--- config.mk ---
export PLATFORM = sky130hd
export DESIGN_NAME = output_argmax
export DESIGN_NICKNAME = d
export VERILOG_FILES = /design/src/rtl/nn_pkg.sv /design/src/rtl/argmax_update.sv /design/src/rtl/output_argmax.sv
export SDC_FILE = /design/constraint.sdc
export NUM_CORES = 1
export LEC_CHECK = 0
export CORE_MARGIN = 3
export CORE_UTILIZATION = 46
export DETAILED_ROUTE_END_ITERATION = 8
export GPL_ROUTABILITY_DRIVEN = 0
export PLACE_DENSITY = 0.72
export SKIP_LAST_GASP = 1
export SLEW_MARGIN = 15
export SYNTH_ARGS = -nofsm -noshare
export SYNTH_HDL_FRONTEND = slang
export SYNTH_SLANG_ARGS = --single-unit
--- constraint.sdc ---
create_clock -name clk -period 18.6 [get_ports clk]
set_clock_uncertainty 0.15 [all_clocks]
set_input_delay 5.58 -clock clk [delete_from_list [all_inputs] [get_ports clk]]
set_output_delay 5.58 -clock clk [all_outputs]
set_load 0.01 [all_outputs]
--- src/rtl/nn_pkg.sv ---
// Shared network definitions: default score geometry, the argmax state
// encoding and the most-negative score constant.
package nn_pkg;

  localparam int DEF_SCORE_W     = 32;
  localparam int DEF_NUM_CLASSES = 10;

  localparam logic [DEF_SCORE_W-1:0] SCORE_MIN = {1'b1, {(DEF_SCORE_W-1){1'b0}}};

  typedef enum logic [1:0] {
    ST_IDLE = 2'd0,
    ST_SCAN = 2'd1,
    ST_HOLD = 2'd2
  } state_t;

endpackage

--- src/rtl/argmax_update.sv ---
// One step of the running argmax: folds score s at index k into the
// current best/second/idx. Strict compares keep ties on the lowest index.
module argmax_update #(
  parameter int SCORE_W = 32,
  parameter int IDX_W   = 4
) (
  input  logic [SCORE_W-1:0] s,
  input  logic [IDX_W-1:0]   k,
  input  logic [SCORE_W-1:0] best,
  input  logic [SCORE_W-1:0] second,
  input  logic [IDX_W-1:0]   idx,
  output logic [SCORE_W-1:0] best_nxt,
  output logic [SCORE_W-1:0] second_nxt,
  output logic [IDX_W-1:0]   idx_nxt
);

  always_comb begin
    // NOTE: every output gets a default before the branches so no latch is inferred.
    best_nxt   = best;
    second_nxt = second;
    idx_nxt    = idx;
    if ($signed(s) > $signed(best)) begin
      second_nxt = best;
      best_nxt   = s;
      idx_nxt    = k;
    end else if ($signed(s) > $signed(second)) begin
      // A tie with best lands here: second takes the value, idx stays put.
      second_nxt = s;
    end
  end

endmodule

--- src/rtl/output_argmax.sv ---
// Captures the network's class scores on done, scans them one per cycle
// and presents index, top-two scores and margin over valid/ready.
module output_argmax
  import nn_pkg::*;
#(
  parameter int NUM_CLASSES = DEF_NUM_CLASSES,
  parameter int SCORE_W     = DEF_SCORE_W,
  parameter int IDX_W       = 4
) (
  input  logic                         clk,
  input  logic                         rst_n,
  input  logic                         scores_valid,
  input  logic [NUM_CLASSES*SCORE_W-1:0] scores_in,
  output logic                         busy,
  output logic                         class_valid,
  input  logic                         class_ready,
  output logic [IDX_W-1:0]             class_idx,
  output logic [SCORE_W-1:0]           max_score,
  output logic [SCORE_W-1:0]           second_score,
  output logic [SCORE_W-1:0]           margin,
  output logic                         overrun
);

  localparam logic [SCORE_W-1:0] L_SCORE_MIN = {1'b1, {(SCORE_W-1){1'b0}}};
  localparam logic [IDX_W-1:0]   L_LAST_K    = IDX_W'(NUM_CLASSES - 1);

  state_t             r_state;
  logic [SCORE_W-1:0] r_scores [NUM_CLASSES];
  logic [IDX_W-1:0]   r_k;
  logic [SCORE_W-1:0] r_best;
  logic [SCORE_W-1:0] r_second;
  logic [IDX_W-1:0]   r_idx;

  logic [SCORE_W-1:0] w_s;
  logic [SCORE_W-1:0] w_best_nxt;
  logic [SCORE_W-1:0] w_second_nxt;
  logic [IDX_W-1:0]   w_idx_nxt;
  logic               w_capture;
  logic               w_drop;

  // A pulse is taken in IDLE, or in HOLD when the result leaves the same cycle.
  assign w_capture = scores_valid &&
                     ((r_state == ST_IDLE) || ((r_state == ST_HOLD) && class_ready));
  assign w_drop    = scores_valid && !w_capture;
  assign w_s       = r_scores[r_k];

  argmax_update #(
    .SCORE_W (SCORE_W),
    .IDX_W   (IDX_W)
  ) u_update (
    .s          (w_s),
    .k          (r_k),
    .best       (r_best),
    .second     (r_second),
    .idx        (r_idx),
    .best_nxt   (w_best_nxt),
    .second_nxt (w_second_nxt),
    .idx_nxt    (w_idx_nxt)
  );

  // NOTE: the score array is plain storage that is always written before it is read, so it has no reset.
  always_ff @(posedge clk) begin
    if (w_capture) begin
      for (int i = 0; i < NUM_CLASSES; i++) begin
        r_scores[i] <= scores_in[i*SCORE_W +: SCORE_W];
      end
    end
  end

  // NOTE: all sequential state uses non-blocking assignment so every register samples pre-edge values.
  always_ff @(posedge clk) begin
    if (!rst_n) begin
      r_state      <= ST_IDLE;
      r_k          <= '0;
      r_best       <= '0;
      r_second     <= '0;
      r_idx        <= '0;
      busy         <= 1'b0;
      class_valid  <= 1'b0;
      class_idx    <= '0;
      max_score    <= '0;
      second_score <= '0;
      margin       <= '0;
      overrun      <= 1'b0;
    end else begin
      if (w_drop) overrun <= 1'b1;

      case (r_state)
        ST_SCAN: begin
          r_best   <= w_best_nxt;
          r_second <= w_second_nxt;
          r_idx    <= w_idx_nxt;
          if (r_k == L_LAST_K) begin
            r_state      <= ST_HOLD;
            busy         <= 1'b0;
            class_valid  <= 1'b1;
            class_idx    <= w_idx_nxt;
            max_score    <= w_best_nxt;
            second_score <= w_second_nxt;
            // best >= second, so the low SCORE_W bits of the wide difference are exact.
            margin       <= w_best_nxt - w_second_nxt;
          end else begin
            r_k <= r_k + 1'b1;
          end
        end
        ST_HOLD: begin
          if (class_ready) begin
            class_valid <= 1'b0;
            r_state     <= ST_IDLE;
          end
        end
        ST_IDLE: ;
        default: r_state <= ST_IDLE;
      endcase

      // Overrides the HOLD exit above when a new frame arrives on the handshake.
      if (w_capture) begin
        r_state  <= ST_SCAN;
        busy     <= 1'b1;
        r_k      <= IDX_W'(1);
        r_best   <= scores_in[SCORE_W-1:0];
        r_second <= L_SCORE_MIN;
        r_idx    <= '0;
      end
    end
  end

endmodule

# Word-level counts from Yosys, hierarchy flattened
# Memories as Yosys holds them, arrays and structs flattened.
# Cells that the tools add are included.
# word_totals
regBits,177
ram_bits,320
in_bits,324
out_inout_bits,103
elab_cells,72
n_memories,1
# classes
n_addsub,2
magnitude_cmp,2
eq_ne,9
mux,23
bitwise_logic,3
n_reduce_logical,17
# memory_table
name,words,width,rd,rd_ports_with_merged_regs,wr,line_no,text
r_scores,10,32,1,0,10,output_argmax.sv:28,logic [SCORE_W-1:0] r_scores [NUM_CLASSES];
# op_table
cell,n
$mux W32,7
$gt A32 B32 Y1,2
$sub A32 B32 Y32,1
$mux W1,11
$reduce_and A3 Y1,3
$ne A2 B2 Y1 const B,4
$reduce_and A2 Y1,4
$ne A3 B3 Y1 const B,2
$pmux W2 S3,1
$reduce_bool A2 Y1,3
$add A4 B1 Y4 const B,1
$eq A4 B4 Y1 const B,1
$mux W2,2
$mux W4,1
$logic_and A1 B1 Y1,3
$not A1 Y1,3
$eq A2 B1 Y1 const B,1
$eq A2 B2 Y1 const B,1
$logic_not A2 Y1,1
$pmux W1 S2,1
$reduce_or A2 Y1,1
$logic_not A1 Y1,1
$logic_or A1 B1 Y1,1

# Longest topological paths before layout
# Gate-level depths: netlist of the first run.
# logic_depth
word_depth,6
ltp_mapped,28
ltp_nobuf,25

# Hierarchy
# From an unflattened synthesis of the first run, not the netlist that was laid out.
# hier_totals
hier_cells,2088
hier_area_um2,23672.7
# by_module_without_submodules
mod,instances,cells_per_inst,area_each_um2,seq_area_each_um2
output_argmax,1,1624,20302.0,13152.6
argmax_update,1,464,3370.7,0.0

# Least setup slack after synthesis of the first run
# No wires, ideal clock.
# synth_timing
path_kind,input port to flip-flop
startpoint,input class_ready
endpoint,register r_best[22]
setup_ns,0.101
t_arrival_ns,15.993
required_time_ns,18.349
slack_ns,2.357
cell_stages,7
n_path_buf,1
cell_sequence,inv_1 > a21oi_1 > nand2_1 > clkinv_1 > clkbuf_1 > a22oi_1 > a21boi_0
# synth_between
elab_chain_len,4
word_cells_on_any_way,5
cone_classes,mux (1); reduce/logical (4)
# synth_rtl
item,line_no,text
"start, declared",output_argmax.sv:16,"input logic class_ready,"
$logic_and A1 B1 Y1 *,output_argmax.sv:43,((r_state == ST_IDLE) || ((r_state == ST_HOLD) && class_ready));
$logic_or A1 B1 Y1 *,output_argmax.sv:43,
$logic_and A1 B1 Y1 *,output_argmax.sv:42,assign w_capture = scores_valid &&
net w_capture,output_argmax.sv:38,logic w_capture;
$mux W32 / $reduce_bool A2 Y1 (equally long branches),-,
"end signal, assigned",output_argmax.sv:90,r_best <= w_best_nxt;
"end signal, assigned",output_argmax.sv:121,r_best <= scores_in[SCORE_W-1:0];
"end, declared",output_argmax.sv:30,logic [SCORE_W-1:0] r_best;
# Mark *: on every way through the listed nets, which the timed path passes. The rest lies on a longest branch.
# A chain may end at the register's enable or synchronous reset.

# Final worst setup path of the first run
# layout_timing
startpoint,register r_k[0]
endpoint,register margin[30]
# layout_between
elab_chain_len,5
word_cells_on_any_way,9
cone_classes,add/sub (1); order compare (2); eq/ne (1); mux (3); reduce/logical (1); memory (1)
# layout_rtl
item,line_no,text
"start, declared",output_argmax.sv:29,logic [IDX_W-1:0] r_k;
"start signal, assigned",output_argmax.sv:103,r_k <= r_k + 1'b1;
$mem_v2 Z10 W32,-,
$gt A32 B32 Y1,argmax_update.sv:26,end else if ($signed(s) > $signed(second)) begin
$mux W32,argmax_update.sv:26,
$mux W32,argmax_update.sv:22,if ($signed(s) > $signed(best)) begin
$sub A32 B32 Y32,output_argmax.sv:101,margin <= w_best_nxt - w_second_nxt;
"end signal, assigned",output_argmax.sv:101,
"end, declared",output_argmax.sv:20,"output logic [SCORE_W-1:0] margin,"
# Several ways; a longest one is shown, not always the timed one.

==> impl_results.md, run 1 <==
* Layout Area Growth over Synthesis at 28.2%
* Via count at 16500
* WP data arrival at 10.23 ns
* #FFs+latches synth at 497
* CP max FO at 45
* PwrDens at 107 nW/um^2
* Leak Pwr at 10.8 nW
* # rows at 81
* Worst hold margin at 0.303 ns
* Gate count of the mapped netlist at 1883
* Main area contributors after synthesis: edfxtp_1 (41%), dfxtp_1 (15%), mux4_2 (6.2%), ha_1 (5.2%), mux2i_1 (4.4%)
* FF-to-FF Start: r_k[0]$_SDFFE_PN0P_
* Final setup vio count at 0
* Die W at 231 um
* Critical Setup Path Class: reg2reg
* Ys async rst share at 0%
* CTS tree: yes
* Synth Warn # at 0
* Largest stage delay on the critical path at 0.79 ns
* WL/cell at 22.1 um
* Hold EP: second_score[22]$_SDFFE_PN0P_
* DP HPWL at 48.6 mm
* Htree depth at 2
* Startpoint types: flip-flop
* Post-DP Area at 28000 sq um
* Status: complete, no violations
* Clk_lat worst skew at 0.61 ns
* Slew Viols, Final at 0
* First-pass GRT wire length at 98.8 mm
* Core Box Area at 49500 sq um
* Yosys cell types at 71
* Most frequent cell after synthesis: edfxtp_1
* CTS Hold Bufs at 0
* Worst hold stages at 2
* Total CTS buffers at 52
* Max Buffers Root-to-Sink at 3
* Synthesized net count at 2305
* Least-Margin Pin Slew at 1.14 ns
* Final Hold Viols at 0
* Initial Util at 47.0%
* Worst hold path class: reg2reg
* Sequential area share after synthesis at 56.6%
* Number of synthesized flops with an enable pin at 320
* CTS Sinks at 497
* Clock transition at path regs at 0.06 ns
* Post-route ant nets at 0
* Syn_area_per_cell at 12.3 sq um
* Final period utilization at 53.1%
* Vias in the first global route at 16400
* Final WL at 66.0 mm
* RSZ-0062 raised after global routing: false
* Worst rel slew slack at 23.9%
* Max Clk Rate at 101 MHz
* CP Data Required Time at 18.97 ns
* Tot GR Track Use at 24.4%
* Initial antenna violation count at 9
* Slowest cell on crit path: buf_4
* PostCTS Resize Cnt at 0
* DIE HEIGHT at 231 um
* Gr ovfl total at 0
* Post-CTS setup buffers at 0
* Max cap viols at 0
* Synth top area share at 41.4%
* R2R depth at 26
* Design area at 29800 sq um
* Netlist Area Pre-Place at 23200 sq um
* Fin crit period at 9.87 ns
* Critical R2R Capture: margin[30]$_SDFFE_PN0P_
* First-pass iteration count of the detailed router at 5
* Final #Nets at 2698
* Leading area contributor after synthesis: edfxtp_1
* IR Drop Worst-Case VDD at 0.0000792 V
* Total die area at 53200 sq um
* Reg-to-reg setup timing slack at 8.73 ns
* Ports at 427
* Root Buffer Master: clkbuf_16
* Largest net degree at the start of global routing at 154
* DRC violations left at 0
* Crit-path most repeated cell: buf_4
* CP Capture Type: flip-flop
* WP buf/inv at 4
* Post-synth top cells: edfxtp_1 (320), nand2_1 (222), dfxtp_1 (177)
* I/O Buffers at 426
* Synth Flop Type: edfxtp_1
* Vias per cell at 5.51
* Layout cells sized above 1 at 9.41%
* CP delay by family, top: compound AO/OA/AOI/OAI gates
* Initial DRC Count at 1401
* Hold Crit Start: second_score[22]$_SDFFE_PN0P_
* Setup tns final at 0 ns
-- registers in the layout (all words and copies together), names as in the netlist --
register      count
r_scores        320
margin           32
max_score        32
r_best           32
r_second         32
second_score     32
class_idx         4
r_idx             4
r_k               4
r_state           2
busy              1
class_valid       1
overrun           1
-- through the flow --
step           instances  util [%]  power [mW]  worst slack, ns
2_1_floorplan       1883         -        1.90             2.36
3_3_place_gp        2886      56.7        2.11             8.94
3_5_place_dp        2886      56.7        2.13             8.77
4_1_cts             2980      60.2        3.21             8.71
5_1_grt             2984      60.2        3.34             8.09
6_report            2986      60.2        3.19             8.73
-- layout by cell type (no fill, tap or decap), types with 9 or more instances in the layout --
cell type        count
nand3_1             25
clkdlybuf4s50_1    425
mux4_2              64
a22oi_1             32
o21ai_0             34
nor2_1              85
a211oi_1            39
ha_1                97
clkbuf_16           53
inv_1              109
mux2_4              31
nand4_1             14
clkbuf_1            10
edfxtp_1           320
dfxtp_1            173
a21oi_1            116
a21boi_0            41
mux2i_1            102
a21o_1              26
o211a_1              9
nor3_1               9
a21boi_1            31
xnor2_1             13
nor2b_1             41
and2_1              19
nand2_1            220
nor3b_1             32
clkinv_2            12
xor2_1              12
buf_4               16
-- area by class of cell --
type                            count  area, sq um
Antenna cell                        6         15.0
Sequential cell                   497        13200
Tap cell                          664          831
Timing Repair Buffer              441         4370
Multi-Input combinational cell   1174         9230
Clock inverter                     25          313
Inverter                          110          420
Fill cell                        3956        19700
Clock buffer                       69         1440
-- logic make-up (layout without fill, tap and decap cells) --
family	count (synthesis)	after routing	synth area share, %
simple gates	474	474	9.57
flops	497	497	56.6
compound gates	378	378	11.0
mux	199	199	12.7
buf+inv	212	645	3.78
xor+xnor	25	25	0.942
fa+ha+maj	98	98	5.31
other cells	0	6	0
-- where the power goes --
group | internal, mW | total (mW) | switching [mW] | leakage (nW)
Combinational | 0.379 | 0.853 | 0.474 | 5.40
Clock | 0.629 | 1.07 | 0.441 | 0.868
Sequential | 1.24 | 1.27 | 0.0281 | 4.50
-- tightest hold or removal path, cell delays in order (launching register included) --
cell	delay [ns]
dfxtp_1	0.31
nand2_1	0.05
a21boi_1	0.05
-- layer usage --
metal,track usage [%],routed length (um),vias up
li1,-,-,7713
met1,34.0,28400,7953
met2,38.6,30300,679
met3,5.22,5530,102
met4,7.11,1660,8
met5,0,48,-
-- worst max path at each step --
| stage | end | startpoint | cells after the start |
|---|---|---|---|
| after global routing | margin[30]$_SDFFE_PN0P_ | r_k[0]$_SDFFE_PN0P_ | 26 |
| after global placement | r_scores[6][16]$_DFFE_PP_ | class_ready | 7 |
| after CTS | margin[30]$_SDFFE_PN0P_ | r_k[0]$_SDFFE_PN0P_ | 26 |
| after detailed placement | r_scores[7][5]$_DFFE_PP_ | class_ready | 7 |
| final | margin[30]$_SDFFE_PN0P_ | r_k[0]$_SDFFE_PN0P_ | 26 |
| after floorplan | r_best[22]$_SDFFE_PN0P_ | class_ready | 7 |
Note: power is estimated with default switching activity, not from simulation.
==> run 2, diff against run 1 <==
- clock period: 18.6 -> 9.5 ns (I/O delays scaled with it)
==> impl_results.md, run 2 (synthesis results as in run 1) <==
* Worst Setup EP: margin[30]$_SDFFE_PN0P_
* PwrDens at 211 nW/um^2 (+97%)
* Total CTS buffers at 53 (+1.9%)
* Total die area at 53200 sq um (unchanged)
* CP Capture Type: flip-flop
* Max Clk Rate at 122 MHz (+20%)
* Via count at 16800 (+1.9%)
* Clock transition at path regs at 0.06 ns (about the same)
* Htree depth at 2 (unchanged)
* CTS Hold Bufs at 0 (unchanged)
* CP max FO at 42 (-6.7%)
* Share of power burned in the clock network at 33.9% (+0.4 points)
* Gr ovfl total at 0 (unchanged)
* Slew Viols, Final at 0 (unchanged)
* WP data arrival at 8.48 ns (-1.75 ns)
* Critical R2R Capture: margin[30]$_SDFFE_PN0P_
* CP Data Required Time at 9.79 ns (-9.18 ns)
* DIE HEIGHT at 231 um (unchanged)
* Worst hold path class: reg2reg
* Final period utilization at 86.2% (+33 points)
* Ports at 427 (unchanged)
* # rows at 81 (unchanged)
* Leak Pwr at 10.8 nW (+0.36%)
* Initial antenna violation count at 3 (-6)
* RSZ-0062 raised after global routing: false
* Commonest non-fill, non-tap cell in the layout: clkdlybuf4s50_1
* Status: complete, no violations
* Worst rel slew slack at 28.4% (+4.6 points)
* Post-CTS setup buffers at 0 (unchanged)
* WL/cell at 22.4 um (+1.5%)
* Startpoint types: flip-flop
* Initial Util at 47.0% (unchanged)
* Setup tns final at 0 ns (unchanged)
* First-pass iteration count of the detailed router at 5 (unchanged)
* Least-Margin Pin Slew at 1.07 ns (-0.0687 ns)
* PostCTS Resize Cnt at 0 (unchanged)
* Final #Nets at 2704 (+0.22%)
* CTS tree: yes
* Core Box Area at 49500 sq um (unchanged)
* R2R depth at 23 (-12%)
* Clk_lat worst skew at 0.61 ns (about the same)
* I/O Buffers at 426 (unchanged)
* Reg power frac at 39.4% (-0.4 points)
* Max cap viols at 0 (unchanged)
* Worst setup startpoint: r_k[0]$_SDFFE_PN0P_
* Die W at 231 um (unchanged)
* Most flop-heavy register: r_scores
* Final setup vio count at 0 (unchanged)
* IR Drop Worst-Case VDD at 0.000154 V (+95%)
* Vias in the first global route at 16700 (+1.5%)
* Most frequent cells in the layout: clkdlybuf4s50_1 (425), edfxtp_1 (320), nand2_1 (221)
* First-pass GRT wire length at 101 mm (+2.1%)
* Sw frac at 29.6% (about the same)
* Root Buffer Master: clkbuf_16
* FF-to-FF Start: r_k[0]$_SDFFE_PN0P_
* P_int at 4.45 mW (+98%)
* Max Buffers Root-to-Sink at 3 (unchanged)
* Layout cells sized above 1 at 9.47% (+0.062 points)
* Final WL at 67.0 mm (+1.6%)
* Tot GR Track Use at 24.8% (+0.41 points)
* Final Hold Viols at 0 (unchanged)
* CTS Sinks at 497 (unchanged)
* Net Sw Power at 1.87 mW (+98%)
* DP HPWL at 49.6 mm (+2.1%)
* Combinational share of power at 26.7% (about the same)
* Worst hold margin at 0.301 ns (-0.00203 ns)
* Max reg flops at 320 (unchanged)
* Largest net degree at the start of global routing at 162 (+5.2%)
* Layout Area Growth over Synthesis at 28.7%
* DRC violations left at 0 (unchanged)
* Fin crit period at 8.19 ns (-1.68 ns)
* Initial DRC Count at 1419 (+1.3%)
* Vias per cell at 5.61 (+1.8%)
* Reg-to-reg setup timing slack at 1.31 ns (-7.42 ns)
* Post-route ant nets at 0 (unchanged)
* Critical Setup Path Class: reg2reg
-- run 2: cell count changes in the layout (fill, tap and decap cells not counted), moves of 2 or more --
cell        change
clkinv_1        +5
buf_12          +2
clkinvlp_4      +3
clkbuf_16       +3
diode_2         -3
clkinv_2        -7
buf_4           +2
clkbuf_1        -2
-- run 2: worst min path at each step --
stage                                              from                            end  slack (ns)  cells past startpoint
after floorplan               r_second[10]$_SDFFE_PP0P_      r_second[10]$_SDFFE_PP0P_        0.30                      2
after global placement     second_score[3]$_SDFFE_PN0P_   second_score[3]$_SDFFE_PN0P_        0.29                      2
after detailed placement  second_score[27]$_SDFFE_PN0P_  second_score[27]$_SDFFE_PN0P_        0.29                      2
after CTS                 second_score[27]$_SDFFE_PN0P_  second_score[27]$_SDFFE_PN0P_        0.30                      2
after global routing      second_score[27]$_SDFFE_PN0P_  second_score[27]$_SDFFE_PN0P_        0.33                      2
final                     second_score[27]$_SDFFE_PN0P_  second_score[27]$_SDFFE_PN0P_        0.30                      2
-- run 2: power groups by stage --
stage / logic, mW / clock network [mW] / registers [mW]
6_report: 1.68 / 2.14 / 2.49
5_1_grt: 1.83 / 2.26 / 2.50
4_1_cts: 1.66 / 2.18 / 2.49
3_5_place_dp: 1.65 / 0 / 2.54
3_3_place_gp: 1.62 / 0 / 2.53
2_1_floorplan: 1.17 / 0 / 2.52
-- run 2: per-stage QoR --
step	power [mW]	cell area, sq um	util [%]	std cells	setup slack [ns]
floorplan	3.69	23200	-	1883	1.14
global placement	4.15	28100	56.8	2891	1.46
detailed placement	4.19	28100	56.8	2891	1.33
CTS	6.33	29900	60.4	2986	1.30
global route	6.59	29900	60.4	2988	0.743
finish	6.32	29900	60.5	2989	1.31
-- run 2: area by class of cell --
type                       instances  area, sq um
sequential                       497        13200
inverter                         110          420
clock inverter                    27          322
clock buffer                      68         1490
antenna                            3         7.51
fill                            3874        19600
multi-input combinational       1174         9230
timing repair buffer             446         4440
tap                              664          831
-- run 2: routing by layer --
metal / global-route usage [%] / wire [um] / share of wire [%]
met1: 34.7 / 29400 / 44
met2: 40.0 / 31300 / 47
met3: 4.92 / 4910 / 7.3
met4: 6.06 / 1460 / 2.2
met5: 0 / 0 / 0
-- run 2: critical path, stage by stage, from the launching register on --
cell and delay (ns):
dfxtp_4 0.89, buf_12 0.37, mux4_2 0.55, nor2b_1 0.14, a211oi_1 0.43, a21oi_1 0.19, ha_1 0.38, nand4_1 0.20
nor3_1 0.33, a21boi_0 0.22, o41a_1 0.24, o31ai_4 0.14, nor2_8 0.67, mux2i_1 0.39, inv_1 0.08, ha_1 0.38
a21o_1 0.24, a221oi_1 0.29, o21ai_1 0.15, o41ai_2 0.36, a21oi_1 0.18, o41a_1 0.47, a311oi_2 0.35, o221ai_1 0.16
==> run 3, diff against run 2 <==
- SKIP_LAST_GASP: 1 -> unset
==> results of run 3 <==
Final layout, timing and power as in run 2 (identical DEF).
